--- src/rtl/ftq_redirect_pkg.sv ---
// Shared widths, the packed redirect-meta layout and small helpers for the
// FTQ redirect read pipe.
package ftq_redirect_pkg;

   localparam int ENTRIES = 64;
   localparam int IDX_W   = 6;
   localparam int META_W  = 84;

   typedef struct packed {
      logic       hist_ptr_flag;
      logic [7:0] hist_ptr_value;
      logic [3:0] ssp;
      logic [2:0] sctr;
      logic       tosw_flag;
      logic [4:0] tosw_value;
      logic       tosr_flag;
      logic [4:0] tosr_value;
      logic       nos_flag;
      logic [4:0] nos_value;
      logic [49:0] top_addr;
   } redirect_meta_t;

   typedef enum logic {
      SRC_BACKEND = 1'b0,
      SRC_IFU     = 1'b1
   } redirect_src_e;

   function automatic logic [7:0] sat_inc8(input logic [7:0] v);
      return (v == 8'hFF) ? v : v + 8'd1;
   endfunction

endpackage

--- src/rtl/ftq_redirect_read_pipe_if.sv ---
// Request, memory, snoop and recovery-packet signals of the redirect read pipe.
interface ftq_redirect_read_pipe_if import ftq_redirect_pkg::*; #(
   parameter int IDX_W  = ftq_redirect_pkg::IDX_W,
   parameter int META_W = ftq_redirect_pkg::META_W
);
   logic              io_bkRedirect_valid;
   logic              io_bkRedirect_ftqIdx_flag;
   logic [IDX_W-1:0]  io_bkRedirect_ftqIdx_value;
   logic              io_ifuRedirect_valid;
   logic              io_ifuRedirect_ready;
   logic              io_ifuRedirect_ftqIdx_flag;
   logic [IDX_W-1:0]  io_ifuRedirect_ftqIdx_value;
   logic              io_mem_ren;
   logic [IDX_W-1:0]  io_mem_raddr;
   logic [META_W-1:0] io_mem_rdata;
   logic              io_snoop_wen;
   logic [IDX_W-1:0]  io_snoop_waddr;
   logic [META_W-1:0] io_snoop_wdata;
   logic              io_out_valid;
   logic              io_out_ready;
   logic              io_out_src;
   logic              io_out_ftqIdx_flag;
   logic [IDX_W-1:0]  io_out_ftqIdx_value;
   logic [META_W-1:0] io_out_meta;
   logic [7:0]        io_ifuDropCnt;

   modport master (
      output io_bkRedirect_valid, io_bkRedirect_ftqIdx_flag, io_bkRedirect_ftqIdx_value,
      output io_ifuRedirect_valid, io_ifuRedirect_ftqIdx_flag, io_ifuRedirect_ftqIdx_value,
      input  io_ifuRedirect_ready,
      input  io_mem_ren, io_mem_raddr,
      output io_mem_rdata,
      output io_snoop_wen, io_snoop_waddr, io_snoop_wdata,
      input  io_out_valid, io_out_src, io_out_ftqIdx_flag, io_out_ftqIdx_value, io_out_meta,
      output io_out_ready,
      input  io_ifuDropCnt
   );

   modport slave (
      input  io_bkRedirect_valid, io_bkRedirect_ftqIdx_flag, io_bkRedirect_ftqIdx_value,
      input  io_ifuRedirect_valid, io_ifuRedirect_ftqIdx_flag, io_ifuRedirect_ftqIdx_value,
      output io_ifuRedirect_ready,
      output io_mem_ren, io_mem_raddr,
      input  io_mem_rdata,
      input  io_snoop_wen, io_snoop_waddr, io_snoop_wdata,
      output io_out_valid, io_out_src, io_out_ftqIdx_flag, io_out_ftqIdx_value, io_out_meta,
      input  io_out_ready,
      output io_ifuDropCnt
   );
endinterface

--- src/rtl/ftq_redirect_skid_q.sv ---
// Two-entry packet FIFO with synchronous flush; a full queue still accepts
// an enqueue when the head pops in the same cycle.
module ftq_redirect_skid_q import ftq_redirect_pkg::*; #(
   parameter int WIDTH = 8
) (
   input  logic             clock,
   input  logic             reset,
   input  logic             flush,
   input  logic             enq_valid,
   input  logic [WIDTH-1:0] enq_data,
   output logic             head_valid,
   output logic [WIDTH-1:0] head_data,
   input  logic             deq_ready,
   output logic [1:0]       count
);
   logic [WIDTH-1:0] slot [2];
   logic             rd_ptr;
   logic             wr_ptr;
   logic             deq;
   logic             enq;

   assign head_valid = (count != 2'd0);
   assign head_data  = slot[rd_ptr];
   assign deq        = head_valid && deq_ready;
   assign enq        = enq_valid && ((count != 2'd2) || deq);

   always_ff @(posedge clock) begin
      if (reset || flush) begin
         count  <= 2'd0;
         rd_ptr <= 1'b0;
         wr_ptr <= 1'b0;
      end else begin
         if (enq) wr_ptr <= ~wr_ptr;
         if (deq) rd_ptr <= ~rd_ptr;
         count <= count + {1'b0, enq} - {1'b0, deq};
      end
   end

   always_ff @(posedge clock) begin
      if (enq && !flush) slot[wr_ptr] <= enq_data;
   end

endmodule

--- src/rtl/ftq_redirect_read_pipe.sv ---
// Reads redirect meta for backend/IFU redirects, forwards same-cycle snoop
// writes, and queues recovery packets; a backend redirect supersedes all.
module ftq_redirect_read_pipe import ftq_redirect_pkg::*; #(
   parameter int ENTRIES = ftq_redirect_pkg::ENTRIES,
   parameter int IDX_W   = ftq_redirect_pkg::IDX_W,
   parameter int META_W  = ftq_redirect_pkg::META_W
) (
   input  logic                   clock,
   input  logic                   reset,
   ftq_redirect_read_pipe_if.slave bus
);
   localparam int PKT_W = 2 + IDX_W + META_W;

   logic              bk_accept;
   logic              ifu_ready;
   logic              ifu_accept;
   logic              accept;
   logic              acc_flag;
   logic [IDX_W-1:0]  acc_value;
   logic              fwd_hit;
   logic              credit;

   logic              s1_valid;
   redirect_src_e     s1_src;
   logic              s1_flag;
   logic [IDX_W-1:0]  s1_value;
   logic              s1_fwd;
   logic [META_W-1:0] s1_snoop_data;
   logic [META_W-1:0] s1_meta;

   logic [1:0]        q_count;
   logic              q_head_valid;
   logic [PKT_W-1:0]  q_head_data;
   logic [7:0]        drop_cnt;

   // S1 and queued packets both consume IFU credit; the backend never waits.
   assign credit     = ({1'b0, q_count} + {2'b00, s1_valid}) < 3'd2;
   assign bk_accept  = bus.io_bkRedirect_valid && !reset;
   assign ifu_ready  = !reset && !bus.io_bkRedirect_valid && credit;
   assign ifu_accept = bus.io_ifuRedirect_valid && ifu_ready;
   assign accept     = bk_accept || ifu_accept;

   assign acc_value = bk_accept  ? bus.io_bkRedirect_ftqIdx_value  :
                      ifu_accept ? bus.io_ifuRedirect_ftqIdx_value : '0;
   assign acc_flag  = bk_accept  ? bus.io_bkRedirect_ftqIdx_flag   :
                      ifu_accept ? bus.io_ifuRedirect_ftqIdx_flag  : 1'b0;

   // A write to a slot beyond the populated entries never lands in memory.
   assign fwd_hit = accept && bus.io_snoop_wen &&
                    (bus.io_snoop_waddr == acc_value) && (int'(acc_value) < ENTRIES);

   assign bus.io_ifuRedirect_ready = ifu_ready;
   assign bus.io_mem_ren           = accept;
   assign bus.io_mem_raddr         = acc_value;

   always_ff @(posedge clock) begin
      if (reset) s1_valid <= 1'b0;
      else       s1_valid <= accept;
   end

   always_ff @(posedge clock) begin
      if (accept) begin
         s1_src   <= bk_accept ? SRC_BACKEND : SRC_IFU;
         s1_flag  <= acc_flag;
         s1_value <= acc_value;
         s1_fwd   <= fwd_hit;
      end
      if (fwd_hit) s1_snoop_data <= bus.io_snoop_wdata;
   end

   assign s1_meta = s1_fwd ? s1_snoop_data : bus.io_mem_rdata;

   ftq_redirect_skid_q #(.WIDTH(PKT_W)) u_skid_q (
      .clock      (clock),
      .reset      (reset),
      .flush      (bk_accept),
      .enq_valid  (s1_valid && !bk_accept),
      .enq_data   ({s1_src, s1_flag, s1_value, s1_meta}),
      .head_valid (q_head_valid),
      .head_data  (q_head_data),
      .deq_ready  (bus.io_out_ready),
      .count      (q_count)
   );

   assign bus.io_out_valid = q_head_valid;
   assign {bus.io_out_src, bus.io_out_ftqIdx_flag,
           bus.io_out_ftqIdx_value, bus.io_out_meta} = q_head_data;

   always_ff @(posedge clock) begin
      if (reset)
         drop_cnt <= 8'd0;
      else if (bus.io_ifuRedirect_valid && bus.io_bkRedirect_valid)
         drop_cnt <= sat_inc8(drop_cnt);
   end

   assign bus.io_ifuDropCnt = drop_cnt;

endmodule

--- src/flat_wrapper.sv ---
// flat-port wrapper written by rule: the top's interface ports become plain ports
module ftq_redirect_read_pipe_flat import ftq_redirect_pkg::*;
#(
   parameter int ENTRIES = ftq_redirect_pkg::ENTRIES,
   parameter int IDX_W   = ftq_redirect_pkg::IDX_W,
   parameter int META_W  = ftq_redirect_pkg::META_W
)
  (clock, reset, bus_io_bkRedirect_valid, bus_io_bkRedirect_ftqIdx_flag, bus_io_bkRedirect_ftqIdx_value, bus_io_ifuRedirect_valid, bus_io_ifuRedirect_ftqIdx_flag, bus_io_ifuRedirect_ftqIdx_value, bus_io_ifuRedirect_ready, bus_io_mem_ren, bus_io_mem_raddr, bus_io_mem_rdata, bus_io_snoop_wen, bus_io_snoop_waddr, bus_io_snoop_wdata, bus_io_out_valid, bus_io_out_src, bus_io_out_ftqIdx_flag, bus_io_out_ftqIdx_value, bus_io_out_meta, bus_io_out_ready, bus_io_ifuDropCnt);
  ftq_redirect_read_pipe_if #(.IDX_W(IDX_W), .META_W(META_W)) bus_i ();
  input  logic clock;
  input  logic reset;
  input wire logic [$bits(bus_i.io_bkRedirect_valid)-1:0] bus_io_bkRedirect_valid;
  input wire logic [$bits(bus_i.io_bkRedirect_ftqIdx_flag)-1:0] bus_io_bkRedirect_ftqIdx_flag;
  input wire logic [$bits(bus_i.io_bkRedirect_ftqIdx_value)-1:0] bus_io_bkRedirect_ftqIdx_value;
  input wire logic [$bits(bus_i.io_ifuRedirect_valid)-1:0] bus_io_ifuRedirect_valid;
  input wire logic [$bits(bus_i.io_ifuRedirect_ftqIdx_flag)-1:0] bus_io_ifuRedirect_ftqIdx_flag;
  input wire logic [$bits(bus_i.io_ifuRedirect_ftqIdx_value)-1:0] bus_io_ifuRedirect_ftqIdx_value;
  output wire logic [$bits(bus_i.io_ifuRedirect_ready)-1:0] bus_io_ifuRedirect_ready;
  output wire logic [$bits(bus_i.io_mem_ren)-1:0] bus_io_mem_ren;
  output wire logic [$bits(bus_i.io_mem_raddr)-1:0] bus_io_mem_raddr;
  input wire logic [$bits(bus_i.io_mem_rdata)-1:0] bus_io_mem_rdata;
  input wire logic [$bits(bus_i.io_snoop_wen)-1:0] bus_io_snoop_wen;
  input wire logic [$bits(bus_i.io_snoop_waddr)-1:0] bus_io_snoop_waddr;
  input wire logic [$bits(bus_i.io_snoop_wdata)-1:0] bus_io_snoop_wdata;
  output wire logic [$bits(bus_i.io_out_valid)-1:0] bus_io_out_valid;
  output wire logic [$bits(bus_i.io_out_src)-1:0] bus_io_out_src;
  output wire logic [$bits(bus_i.io_out_ftqIdx_flag)-1:0] bus_io_out_ftqIdx_flag;
  output wire logic [$bits(bus_i.io_out_ftqIdx_value)-1:0] bus_io_out_ftqIdx_value;
  output wire logic [$bits(bus_i.io_out_meta)-1:0] bus_io_out_meta;
  input wire logic [$bits(bus_i.io_out_ready)-1:0] bus_io_out_ready;
  output wire logic [$bits(bus_i.io_ifuDropCnt)-1:0] bus_io_ifuDropCnt;
  assign bus_i.io_bkRedirect_valid = bus_io_bkRedirect_valid;
  assign bus_i.io_bkRedirect_ftqIdx_flag = bus_io_bkRedirect_ftqIdx_flag;
  assign bus_i.io_bkRedirect_ftqIdx_value = bus_io_bkRedirect_ftqIdx_value;
  assign bus_i.io_ifuRedirect_valid = bus_io_ifuRedirect_valid;
  assign bus_i.io_ifuRedirect_ftqIdx_flag = bus_io_ifuRedirect_ftqIdx_flag;
  assign bus_i.io_ifuRedirect_ftqIdx_value = bus_io_ifuRedirect_ftqIdx_value;
  assign bus_io_ifuRedirect_ready = bus_i.io_ifuRedirect_ready;
  assign bus_io_mem_ren = bus_i.io_mem_ren;
  assign bus_io_mem_raddr = bus_i.io_mem_raddr;
  assign bus_i.io_mem_rdata = bus_io_mem_rdata;
  assign bus_i.io_snoop_wen = bus_io_snoop_wen;
  assign bus_i.io_snoop_waddr = bus_io_snoop_waddr;
  assign bus_i.io_snoop_wdata = bus_io_snoop_wdata;
  assign bus_io_out_valid = bus_i.io_out_valid;
  assign bus_io_out_src = bus_i.io_out_src;
  assign bus_io_out_ftqIdx_flag = bus_i.io_out_ftqIdx_flag;
  assign bus_io_out_ftqIdx_value = bus_i.io_out_ftqIdx_value;
  assign bus_io_out_meta = bus_i.io_out_meta;
  assign bus_i.io_out_ready = bus_io_out_ready;
  assign bus_io_ifuDropCnt = bus_i.io_ifuDropCnt;
  ftq_redirect_read_pipe #(.ENTRIES(ENTRIES), .IDX_W(IDX_W), .META_W(META_W)) u_core (.clock(clock), .reset(reset), .bus(bus_i));
endmodule
--- config.mk ---
export PLATFORM = sky130hd
export DESIGN_NAME = ftq_redirect_read_pipe_flat
export DESIGN_NICKNAME = d
export VERILOG_FILES = /design/src/rtl/ftq_redirect_pkg.sv /design/src/rtl/ftq_redirect_read_pipe_if.sv /design/src/rtl/ftq_redirect_skid_q.sv /design/src/rtl/ftq_redirect_read_pipe.sv /design/src/flat_wrapper.sv
export SDC_FILE = /design/constraint.sdc
export NUM_CORES = 1
export LEC_CHECK = 0
export ABC_CLOCK_PERIOD_IN_PS = 32600
export CORE_MARGIN = 2
export CORE_UTILIZATION = 51
export DETAILED_ROUTE_END_ITERATION = 6
export GPL_ROUTABILITY_DRIVEN = 0
export GPL_TIMING_DRIVEN = 0
export PLACE_DENSITY = 0.92
export SYNTH_ARGS = -nofsm -noshare
export SYNTH_HDL_FRONTEND = slang
export SYNTH_SLANG_ARGS = --single-unit
--- constraint.sdc ---
create_clock -name clock -period 32.6 [get_ports clock]
set_input_delay 3.26 -clock clock [delete_from_list [all_inputs] [get_ports clock]]
set_output_delay 3.26 -clock clock [all_outputs]
set_load 0.005 [all_outputs]
Word level (Yosys, flattened, before mapping):

Memory sizes are Yosys's and may differ from the RTL's. A register that Yosys moved wholly into a read port is not among the register bits.
Index checks and enable logic that the tools add are counted.

* equality and inequality tests: 3
* mux-type cells: 10
* $add $sub $neg: 4
* bitwise operators: 3
* magnitude comparators: 1
* reduce and logical (&&, ||, !) cells: 19

Operators with widths (number)
* 2-to-1 mux 84 bit: 1
* 2-to-1 mux 6 bit: 2
* logical AND 1 bit: 11
* adder 8 x 1 -> 8 bit (second input constant): 1
* equality test 8 bit (second input constant): 1
* 2-to-1 mux 1 bit: 7
* equality test 6 bit: 1
* adder 2 x 1 -> 3 bit: 1
* zero test 1 bit: 3
* logical OR 1 bit: 3
* < comparator 3 x 2 -> 1 bit (second input constant): 1
* inverter 1 bit: 3
* adder 2 x 1 -> 2 bit: 1
* inequality test 2 bit (second input constant): 1
* AND reduction 2 bit: 1
* nonzero test 2 bit: 1
* subtractor 2 x 1 -> 2 bit: 1

* register bits after elaboration: 106
* input bits: 194
* output and inout port bits: 109
* memory bits (writable): 184
* memories: 1

Memories
* u_core.u_skid_q.slot: words 2, bits a word 92, read ports 1, clocked after Yosys merged registers in 1, write ports 1, RTL line ftq_redirect_skid_q.sv:16 `logic [WIDTH-1:0] slot [2];`

Depth between registers and ports, before layout:

* depth in word-level cells: 8
* mapped depth: 10
* depth with buffers taken out: 9

Hierarchy:

Synthesis repeated with hierarchy kept, for this count alone.

* cell total of the unflattened synthesis: 569
* area total of the unflattened synthesis: 11668.7 um^2

Modules (own cells, without submodules)
* ftq_redirect_skid_q: area an instance 7289.5 um^2, cells an instance 311, instances 1, seq. area each 5625.4 um^2
* ftq_redirect_read_pipe: area an instance 4379.2 um^2, cells an instance 258, instances 1, seq. area each 2972.9 um^2

Least setup slack after synthesis:

Ideal clock, no wire load.

* kind: input -> register
* start point: input bus_io_ifuRedirect_ftqIdx_value[1]
* end point: register u_core.s1_fwd, data pin
* library setup time: 1.760 ns
* path slack: 18.910 ns
* data required time: 30.840 ns
* data arrival time: 11.931 ns
* buffers on the path: 0
* stages on the path: 5
* cell sequence: xor2_1 a221oi_1 mux2_2 nand4_1 nor4_1

* word-level cells in the longest chain between the ends: 4

RTL lines
* start: declaration: RTL line flat_wrapper.sv:17 `input wire logic [$bits(bus_i.io_ifuRedirect_ftqIdx_value)-1:0] bus_io_ifuRedirect_ftqIdx_value;`
* 2-to-1 mux 6 bit: RTL line ftq_redirect_read_pipe.sv:44 `ifu_accept ? bus.io_ifuRedirect_ftqIdx_value : '0;`
* 2-to-1 mux 6 bit: RTL line ftq_redirect_read_pipe.sv:43 `assign acc_value = bk_accept ? bus.io_bkRedirect_ftqIdx_value :`
* equality test 6 bit: RTL line ftq_redirect_read_pipe.sv:50 `(bus.io_snoop_waddr == acc_value) && (int'(acc_value) < ENTRIES);`
* logical AND 1 bit: RTL line ftq_redirect_read_pipe.sv:49 `assign fwd_hit = accept && bus.io_snoop_wen &&`
* via u_core.fwd_hit: RTL line ftq_redirect_read_pipe.sv:20 `logic fwd_hit;`
* end signal: assignment: RTL line ftq_redirect_read_pipe.sv:66 `s1_fwd <= fwd_hit;`
* end: declaration: RTL line ftq_redirect_read_pipe.sv:27 `logic s1_fwd;`

The timed path passes the listed nets, and every way through them passes these cells.
A chain may end at the register's enable or synchronous reset.

Final worst setup path:

* start point: input bus_io_ifuRedirect_valid
* end point: output bus_io_mem_ren

* word-level cells in the longest chain between the ends: 2

RTL lines
* start: declaration: RTL line flat_wrapper.sv:15 `input wire logic [$bits(bus_i.io_ifuRedirect_valid)-1:0] bus_io_ifuRedirect_valid;`
* logical AND 1 bit: RTL line ftq_redirect_read_pipe.sv:40 `assign ifu_accept = bus.io_ifuRedirect_valid && ifu_ready;`
* logical OR 1 bit: RTL line ftq_redirect_read_pipe.sv:41 `assign accept = bk_accept || ifu_accept;`
* end: declaration: RTL line flat_wrapper.sv:19 `output wire logic [$bits(bus_i.io_mem_ren)-1:0] bus_io_mem_ren;`

Every way passes these cells.

==> impl_results.md <==
* Status: finished, final reports clean
* Drt first pass iters at 6
* Core ar. at 0.0218 mm2
* Cts repair resizes at 0
* # fillers at 1300
* Critical path data arrival time at 5.60 ns
* Most used DFF post-synth: edfxtp_1
* WL final at 26.4 mm
* Dpl cells at 1192
* CP Launch Type: input pin
* Largest net degree at the start of global routing at 28
* Row cnt at 54
* Final Cycle Share at 27.2%
* Distinct cells, synth at 36
* Yosys reg bits at 291
* All-Layer GR Usage at 21.7%
* Height of the die at 153 um
* Slew headroom at 48.5%
* Worst Tran Pin Value at 0.772 ns
* CP Depth at 5
* Area grow syn2layout at 39.5%
* Final HPWL DP at 18.9 mm
* Synth Cell Area at 0.0114 mm2
* DR vias/cell at 5.28
* Setup crit end: bus_io_mem_ren
* Path category of the worst min-delay check: register to register
* CP endpoint kind: output pin
* Max Clock Skew at 0.0129 ns
* Pwr/cell area at 50.7 mW/mm2
* Synth async-reset ratio at 0%
* Average wire per standard cell at 21.1 um
* Max FO, Critical Path at 10
* Post-synthesis sequential area ratio at 75.7%
* Die width at 153 um
* CTS sink count at 291
* Maximum clock rate at 113 MHz
* Fin. max-slew vios at 0
* Post-route cell area at 0.0159 mm2
* VDD IR-drop max at 37.9 uV
* Grt ovf at 0
* Initial Utilization at 52.1%
* CP most frequent cell: clkdlybuf4s50_1
* DRT antenna net count at 0
* Post-synth net total at 790
* Max-Cap Viols at 0
* Final setup viols at 0
* Tmin final at 8.86 ns
* Clock root buffer: clkbuf_16
* Final TNS setup at 0 ns
* Most common cell after layout, fill and taps aside: clkdlybuf4s50_1
* DRT iter0 DRCs at 393
* Number of synthesis warnings at 0
* Hold bufs inserted after CTS at 0
* Unrepaired setup endpoints after global routing: no
* Clock buffer depth at 3
* Post-synthesis cell count at 593
* Worst r2r src: u_core.u_skid_q.count[1]
* CP cell instances: clkdlybuf4s50_1 > and2_2 > o21ai_0 > inv_1 > clkdlybuf4s50_1
* Fin nets at 1141
* Clock power share at 37.7%
* Internal at 643 uW
* Critical Path RT at 29.34 ns
* First-pass GRT wire length at 39.6 mm
* Final non-filler cell total at 1249
* Via count at 6589
* Setup CP Type: input pin to output pin
* CP max stage cell: clkdlybuf4s50_1
* Clk pin slew, worst setup/hold paths at 0.06 ns
* DRC violations left at 0
* Die area at 0.0235 mm2
* EDFF count, synth at 277
* Most frequent cells in the layout: clkdlybuf4s50_1, edfxtp_1, mux2_2
* Final number of hold-violating endpoints at 0
* Reg2reg end: u_core.s1_snoop_data[33]
* Antenna violations before repair at 3
* Tot Pwr at 804 uW
* Lkg Pwr at 5.41 nW
* Worst Path Buf+Inv at 3
* FF-to-FF path depth at 9
* Top delay family on crit path: buffers and inverters
* Number of buffers added on ports at 301
* Number of global-route vias before repair at 7204
* Flop pwr share at 52.7%
* Clk Latency, worst-skew pair at 0.53 ns
* I/O pin count at 303
* Layout cells sized above 1 at 26.9%
* Switching part of the total at 20.0%
* Logic pwr share at 9.6%
* Num CTS Buffers at 30
* Postcts setup bufs at 0
* Hold slack at 0.445 ns
* Placed cell area at 0.0150 mm2
* Switching power at 161 uW
* Worst R2R Setup Slack at 29.86 ns
* CTS tree: done
* Crit path launch: bus_io_ifuRedirect_valid
* H-tree Lvls at 1
* Avg Inst Size Synth at 19.2 um2
* Worst path max stage delay at 0.56 ns
[cells in the mapped netlist, types with 2 or more instances]
master,instances,share of area [%]
a211oi_1,2,0.13
a21oi_1,4,0.18
a221oi_1,2,0.15
and3_1,6,0.33
buf_2,15,0.66
buf_6,2,0.20
clkbuf_1,5,0.17
dfxtp_1,14,2.5
edfxtp_1,277,73
ha_1,3,0.33
inv_1,12,0.40
mux2_2,177,18
mux2i_1,5,0.44
nand2_1,5,0.17
nand2_2,2,0.11
nand3_1,7,0.31
nand4b_1,2,0.15
nor2_1,14,0.46
nor3_1,8,0.35
nor3b_1,3,0.20
o21ai_0,3,0.13
xnor2_1,5,0.39
xor2_1,7,0.54
[through the flow]
step                utilization [%]  setup WS [ns]
finish                         72.6          23.74
CTS                            72.6          23.75
floorplan                         -          18.91
global route                   72.6          23.64
global placement               67.5          12.61
detailed placement             68.6          23.76
[how the worst min path moves through the flow]
| stage | from | end | slack [ns] | cells past startpoint |
|---|---|---|---|---|
| final | u_core.s1_value[2] | u_core.u_skid_q.slot[1][86] | 0.45 | 0 |
| after detailed placement | u_core.s1_value[2] | u_core.u_skid_q.slot[1][86] | 0.43 | 0 |
| after floorplan | u_core.s1_value[0] | u_core.u_skid_q.slot[0][84] | 0.42 | 0 |
| after global routing | u_core.s1_value[5] | u_core.u_skid_q.slot[1][89] | 0.46 | 0 |
| after CTS | u_core.s1_value[5] | u_core.u_skid_q.slot[1][89] | 0.44 | 0 |
| after global placement | u_core.s1_value[4] | u_core.u_skid_q.slot[0][88] | 0.42 | 0 |
[final cells by class]
cell class | instances | area [um2] | area share (%)
clock inverter | 15 | 67.6 | 0.426
timing repair buffer | 319 | 3230 | 20.4
buffer | 23 | 130 | 0.821
clock buffer | 39 | 806 | 5.08
antenna | 3 | 7.51 | 0.0474
sequential | 291 | 8600 | 54.2
tap | 280 | 350 | 2.21
multi-input combinational | 267 | 2610 | 16.5
inverter | 12 | 45.0 | 0.284
[metal layers]
layer  part of all wire (%)  GRT usage [%]
met1                     37           24.7
met3                    7.8           6.18
met5                      0              0
met4                    2.6           6.31
met2                     53           39.7
[registers in the layout, summed over array words and instances (netlist names), named ones only]
register	flops
u_core.u_skid_q.slot	184
u_core.s1_src	1
u_core.u_skid_q.rd_ptr	1
u_core.s1_snoop_data	84
u_core.bus.io_ifuDropCnt	8
u_core.u_skid_q.wr_ptr	1
u_core.s1_flag	1
u_core.s1_value	6
u_core.s1_fwd	1
u_core.s1_valid	1
u_core.u_skid_q.count	2
[kinds of logic (layout without fill, tap and decap cells)]
group | after synthesis | after routing | synth area share, %
buf+inv | 35 | 408 | 1.54
simple gates | 54 | 54 | 2.50
other cells | 0 | 3 | 0
mux | 182 | 182 | 18.0
xor+xnor | 12 | 12 | 0.925
compound gates | 16 | 16 | 1.06
flops | 291 | 291 | 75.7
fa+ha+maj | 3 | 3 | 0.330
[power by group through the flow]
| stage | clock network (mW) | registers, mW | logic (mW) |
|---|---|---|---|
| after floorplan | 0 | 0.432 | 0.0269 |
| after global placement | 0 | 0.433 | 0.0728 |
| after detailed placement | 0 | 0.432 | 0.0772 |
| after CTS | 0.310 | 0.424 | 0.0780 |
| after global routing | 0.327 | 0.425 | 0.0817 |
| final | 0.303 | 0.424 | 0.0772 |
(Power assumes the default switching activity.)
